$ cat config.mk
export PLATFORM = sky130hd
export DESIGN_NAME = vx_mem_req_arb
export DESIGN_NICKNAME = d
export VERILOG_FILES = /design/src/rtl/vx_mem_req_arb.sv
export SDC_FILE = /design/constraint.sdc
export NUM_CORES = 1
export LEC_CHECK = 0
export CAP_MARGIN = 5
export CORE_AREA = 2 2 231 233
export DETAILED_ROUTE_END_ITERATION = 10
export DIE_AREA = 0 0 233 235
export GPL_TIMING_DRIVEN = 1
export PLACE_DENSITY_LB_ADDON = 0.3
export SLEW_MARGIN = 20
export SYNTH_ARGS = -nofsm -noshare
export SYNTH_HDL_FRONTEND = slang
export SYNTH_SLANG_ARGS = --single-unit
$ cat constraint.sdc
create_clock -name clk -period 5.75 [get_ports clk]
set_input_delay 1.15 -clock clk [delete_from_list [all_inputs] [get_ports clk]]
set_output_delay 1.15 -clock clk [all_outputs]
set_load 0.005 [all_outputs]
$ cat src/rtl/vx_mem_req_arb.sv
// vx_mem_req_arb: round-robin merge of NUM_REQS memory request streams
// into one, through a 2-entry elastic buffer. Optional: VX_MEM_REQ_ARB_PERF_EN.
module vx_mem_req_arb #(
    parameter int NUM_REQS      = 4,
    parameter int DATA_WIDTH    = 64,
    parameter int ADDR_WIDTH    = 32,
    parameter int TAG_IN_WIDTH  = 8,
    parameter int DATA_SIZE     = DATA_WIDTH / 8,
    localparam int SIZE_WIDTH   = $clog2($clog2(DATA_SIZE) + 1),
    localparam int LOG_NUM_REQS = $clog2(NUM_REQS),
    localparam int TAG_OUT_WIDTH = TAG_IN_WIDTH + LOG_NUM_REQS
) (
    input  logic                             clk,
    input  logic                             reset,
    input  logic [NUM_REQS-1:0]              req_valid_in,
    input  logic [NUM_REQS-1:0]              req_rw_in,
    input  logic [NUM_REQS*DATA_SIZE-1:0]    req_byteen_in,
    input  logic [NUM_REQS*SIZE_WIDTH-1:0]   req_size_in,
    input  logic [NUM_REQS*ADDR_WIDTH-1:0]   req_addr_in,
    input  logic [NUM_REQS*DATA_WIDTH-1:0]   req_data_in,
    input  logic [NUM_REQS*TAG_IN_WIDTH-1:0] req_tag_in,
    output logic [NUM_REQS-1:0]              req_ready_in,
    output logic                             req_valid_out,
    output logic                             req_rw_out,
    output logic [DATA_SIZE-1:0]             req_byteen_out,
    output logic [SIZE_WIDTH-1:0]            req_size_out,
    output logic [ADDR_WIDTH-1:0]            req_addr_out,
    output logic [DATA_WIDTH-1:0]            req_data_out,
    output logic [TAG_OUT_WIDTH-1:0]         req_tag_out,
    input  logic                             req_ready_out
`ifdef VX_MEM_REQ_ARB_PERF_EN
    ,
    output logic [NUM_REQS*32-1:0]           perf_req_count,
    output logic [31:0]                      perf_stall_count
`endif
);

    localparam int IDX_W = (LOG_NUM_REQS > 0) ? LOG_NUM_REQS : 1;
    localparam int ENT_W = 1 + DATA_SIZE + SIZE_WIDTH + ADDR_WIDTH
                         + DATA_WIDTH + TAG_OUT_WIDTH;

    logic [IDX_W-1:0]         rr_ptr;
    logic [IDX_W-1:0]         rr_nxt;
    logic [IDX_W-1:0]         grant_idx;
    logic                     grant_valid;
    logic [ENT_W-1:0]         buf_q [2];
    logic                     head;
    logic                     tail;
    logic [1:0]               count;
    logic                     push;
    logic                     pop;
    logic [TAG_OUT_WIDTH-1:0] tag_ext;
    logic [ENT_W-1:0]         push_ent;
    int                       ch;

    // Round-robin search starting at rr_ptr; first valid channel wins.
    always_comb begin
        grant_valid = 1'b0;
        grant_idx   = '0;
        ch          = 0;
        for (int k = 0; k < NUM_REQS; k++) begin
            ch = int'(rr_ptr) + k;
            if (ch >= NUM_REQS) begin
                ch = ch - NUM_REQS;
            end
            if (!grant_valid && req_valid_in[ch]) begin
                grant_valid = 1'b1;
                grant_idx   = IDX_W'(ch);
            end
        end
    end

    assign push = reset && grant_valid && (count != 2'd2);
    assign pop  = req_valid_out && req_ready_out;

    // Only the granted channel sees ready, and only while there is room.
    always_comb begin
        req_ready_in = '0;
        if (push) begin
            req_ready_in[grant_idx] = 1'b1;
        end
    end

    // Pointer moves just past the winner so it gets lowest priority next.
    always_comb begin
        rr_nxt = '0;
        if (NUM_REQS > 1) begin
            if (grant_idx != IDX_W'(NUM_REQS - 1)) begin
                rr_nxt = grant_idx + 1'b1;
            end
        end
    end

    generate
        if (NUM_REQS > 1) begin : g_tag_idx
            assign tag_ext = {req_tag_in[grant_idx*TAG_IN_WIDTH +: TAG_IN_WIDTH],
                              grant_idx};
        end else begin : g_tag_pass
            assign tag_ext = req_tag_in[TAG_IN_WIDTH-1:0];
        end
    endgenerate

    assign push_ent = {req_rw_in[grant_idx],
                       req_byteen_in[grant_idx*DATA_SIZE +: DATA_SIZE],
                       req_size_in[grant_idx*SIZE_WIDTH +: SIZE_WIDTH],
                       req_addr_in[grant_idx*ADDR_WIDTH +: ADDR_WIDTH],
                       req_data_in[grant_idx*DATA_WIDTH +: DATA_WIDTH],
                       tag_ext};

    // Elastic buffer: capture at tail on accept, release from head on pop.
    always_ff @(posedge clk) begin
        if (!reset) begin
            count    <= 2'd0;
            head     <= 1'b0;
            tail     <= 1'b0;
            rr_ptr   <= '0;
            buf_q[0] <= '0;
            buf_q[1] <= '0;
        end else begin
            if (push) begin
                buf_q[tail] <= push_ent;
                tail        <= ~tail;
                rr_ptr      <= rr_nxt;
            end
            if (pop) begin
                head <= ~head;
            end
            case ({push, pop})
                2'b10:   count <= count + 2'd1;
                2'b01:   count <= count - 2'd1;
                default: count <= count;
            endcase
        end
    end

    assign req_valid_out = (count != 2'd0);
    assign {req_rw_out, req_byteen_out, req_size_out,
            req_addr_out, req_data_out, req_tag_out} = buf_q[head];

`ifdef VX_MEM_REQ_ARB_PERF_EN
    // Per-channel accept counters and downstream stall counter, wrapping.
    always_ff @(posedge clk) begin
        if (!reset) begin
            perf_req_count   <= '0;
            perf_stall_count <= '0;
        end else begin
            for (int i = 0; i < NUM_REQS; i++) begin
                if (push && (grant_idx == IDX_W'(i))) begin
                    perf_req_count[i*32 +: 32] <= perf_req_count[i*32 +: 32] + 32'd1;
                end
            end
            if (req_valid_out && !req_ready_out) begin
                perf_stall_count <= perf_stall_count + 32'd1;
            end
        end
    end
`endif

endmodule

==> results.sh <==
export IMPL_multi_input_area_sq_mm=0.00546
export IMPL_root_buffer="clkbuf_16"
export IMPL_fin_crit_sh_pct=77.8
export IMPL_design_die_area_sq_mm=0.0548
export IMPL_status="finished, final reports clean"
export IMPL_grt_pass1_wl_um=67100
export IMPL_p_sw_uw=2550
export IMPL_synth_top_area_share_pct=53.8
export IMPL_vias_per_cell=4.84
export IMPL_ir_worst_vdd_uv=203
export IMPL_clk_latency_ps=560
export IMPL_portBuffers=588
export IMPL_routed_wl_um=46000
export IMPL_start_util_pct=25.0
export IMPL_dp_hpwl_um=32000
export IMPL_core_area_sq_mm=0.0522
export IMPL_synthToLayoutAreaGrowth_pct=56.9
export IMPL_grt_use_total_pct=15.8
export IMPL_hp_start="count[1]"
export IMPL_setup_viol=0
export IMPL_final_common_cell="clkdlybuf4s50_1"
export IMPL_holdPathStages=2
export IMPL_seqCellArea_sq_mm=0.00717
export IMPL_gp_congestion=0.758
export IMPL_r2r_cells=5
export IMPL_postCtsHoldBufs=0
export IMPL_synth_largest_area_cell="edfxtp_1"
export IMPL_synthTopCellsByArea="edfxtp_1, mux2i_1, o22ai_1"
export IMPL_grt_pass1_vias=11100
export IMPL_start_kind="input port"
export IMPL_powerDensity_mw_per_mm2=393
export IMPL_cp_cell_sequence="clkdlybuf4s50_1, nand2b_1, a21oi_1, a211oi_4, inv_2, ha_1, and2_1, clkdlybuf4s50_1"
export IMPL_fillers=5014
export IMPL_layout_common_cells="clkdlybuf4s50_1, edfxtp_1, o22ai_1, mux2i_1, mux2_2"
export IMPL_skew_ps=7.68
export IMPL_worst_pin_slew_ps=1020
export IMPL_drive_gt1_share_pct=11.5
export IMPL_grt_antenna_before_repair=0
export IMPL_htree_levels=1
export IMPL_ant_nets=0
export IMPL_drc=0
export IMPL_fin_nets=1978
export IMPL_crit_slowest_cell="clkdlybuf4s50_1"
export IMPL_clk_pin_slew_ps=60
export IMPL_endpoint_kind="primary output"
export IMPL_crit_required_ps=4600
export IMPL_post_cts_setup_buffers=0
export IMPL_tritoncts="yes"
export IMPL_reg2reg_from="count[0]"
export IMPL_p_int_uw=5490
export IMPL_gr_total_overflow=0
export IMPL_drv_cap=0
export IMPL_cts_repair_resize_count=0
export IMPL_grt_max_degree=118
export IMPL_hold_ws_ps=530
export IMPL_cp_common_cell="clkdlybuf4s50_1"
export IMPL_die_h_um=235
export IMPL_slowest_delay_ps=500
export IMPL_critical_path_max_fanout=6
export IMPL_dpl_cell_area_sq_mm=0.0196
export IMPL_r2r_end="buf_q[0][69]"
export IMPL_p_comb_share_pct=46.1
export IMPL_crit_type="input port to primary output"
export IMPL_holdCritPathClass="flop to flop"
export IMPL_maxSlewHeadroom_pct=32.2
export IMPL_synthFlopType="edfxtp_1"
export IMPL_worstPathArrival_ps=3320
export IMPL_synth_edff_count=234
export IMPL_routedWlPerCell_um=20.8
export IMPL_total_power_uw=8050
export IMPL_regToRegSetupSlack_ps=2780
export IMPL_hold_end="count[1]"
export IMPL_async_flop_share_pct=0
export IMPL_rsz0062_at_grt="no"
export IMPL_timing_fmax_ghz=0.224
export IMPL_num_antenna_cells=0
export IMPL_ys_warn_count=0
export IMPL_fp_dieW_um=233
export IMPL_io_pins=589
export IMPL_tns_ps=0
export IMPL_avgSynthCellArea_sq_um=13.5
export IMPL_syn_num_nets=1438
export IMPL_pwr_share_seq_pct=32.1
export IMPL_finalMaxSlewViolations=0
export IMPL_num_vias=10700
export IMPL_cts_buffer_depth=3
export IMPL_cts_buffers=28
export IMPL_hold_viol=0
export IMPL_netSwitchingFraction_pct=31.7
export IMPL_fin_area_sq_mm=0.0205
export IMPL_power_leakage_uw=0.00748
export IMPL_ys_seq_elements=241
export IMPL_dr_pass1_iters=4
export IMPL_synth_area_sq_mm=0.0131
export IMPL_yosysUniqueCellTypes=28
export IMPL_finalCriticalPeriod_ps=4470
export IMPL_clock_power_share_pct=21.8
export IMPL_synth_cells=966
export IMPL_initialDrtViolationCount=432
export IMPL_cts_sinks=241
export IMPL_ys_seq_area_share_pct=54.9
export IMPL_core_rowCount=84
## power by group through the flow
stage          sequential (uW)  clock, uW  combinational (uW)
2_1_floorplan             2600          0                2020
3_3_place_gp              2600          0                3700
3_5_place_dp              2630          0                3740
4_1_cts                   2590       1800                3760
5_1_grt                   2630       1860                3950
6_report                  2590       1750                3710
## synthesized netlist by cell type (4+ instances only)
cell type	n
nor2_1	4
clkbuf_1	39
inv_1	7
mux2_2	117
dfxtp_1	7
mux2i_1	230
nand2_1	7
buf_4	18
o22ai_1	231
ha_1	5
edfxtp_1	234
nand3_2	4
and2_1	6
buf_2	33
## worst max-delay path: cells and delay by family
| kind | cells | cell delay [ps] |
|---|---|---|
| AOI/OAI and AO/OA | 2 | 570 |
| adders and majority gates | 1 | 220 |
| buffers and inverters | 3 | 1100 |
| and+or+nand+nor | 2 | 270 |
## per-layer routing
layer  global-route usage (%)  wire (um)  vias to the layer above
li1                         -          -                     5015
met1                     18.8      18000                     5246
met2                     28.9      23800                      404
met3                     3.59       3250                       52
met4                     3.34        915                        0
met5                        0          0                        -
## layout make-up
class / count / share of cell area (%)
Timing Repair Buffer: 600 / 29.7
Clock inverter: 15 / 0.684
Sequential cell: 241 / 35.0
Inverter: 8 / 0.147
Multi-Input combinational cell: 627 / 26.6
Clock buffer: 35 / 3.65
Tap cell: 688 / 4.20
## registers in the layout, indices dropped and copies added, names as in the netlist, named ones only
signal and cells:
count 2, head 1, buf_q 234, tail 1
rr_ptr 2
## cell families (layout without fill, tap and decap cells)
kind of cell	after synthesis	count (layout)	share of synthesized area (%)
mux	347	347	27.7
flops	241	241	54.9
simple gates	31	31	1.38
xor+xnor	3	3	0.201
compound gates	241	241	11.7
buf+inv	98	658	3.65
fa+ha+maj	5	5	0.479
## stage by stage
| stage | std cells | setup slack (ps) | utilization [%] |
|---|---|---|---|
| finish | 2214 | 1280 | 39.2 |
| detailed placement | 2164 | 1280 | 37.5 |
| CTS | 2214 | 1270 | 39.2 |
| global placement | 2164 | 1340 | 37.5 |
| global route | 2214 | 1150 | 39.2 |
| floorplan | 966 | 723 | - |
## worst max path at each step
stage                               start         endpoint  slack, ps  cells after the start
after floorplan           req_valid_in[1]      buf_q[0][0]        720                      7
after global placement    req_valid_in[1]  req_ready_in[0]       1340                      8
after detailed placement  req_valid_in[1]  req_ready_in[0]       1280                      8
after CTS                 req_valid_in[1]  req_ready_in[0]       1270                      8
after global routing                reset  req_ready_in[1]       1150                      4
final                     req_valid_in[1]  req_ready_in[0]       1280                      8
Note: power is estimated with default switching activity, not from simulation.
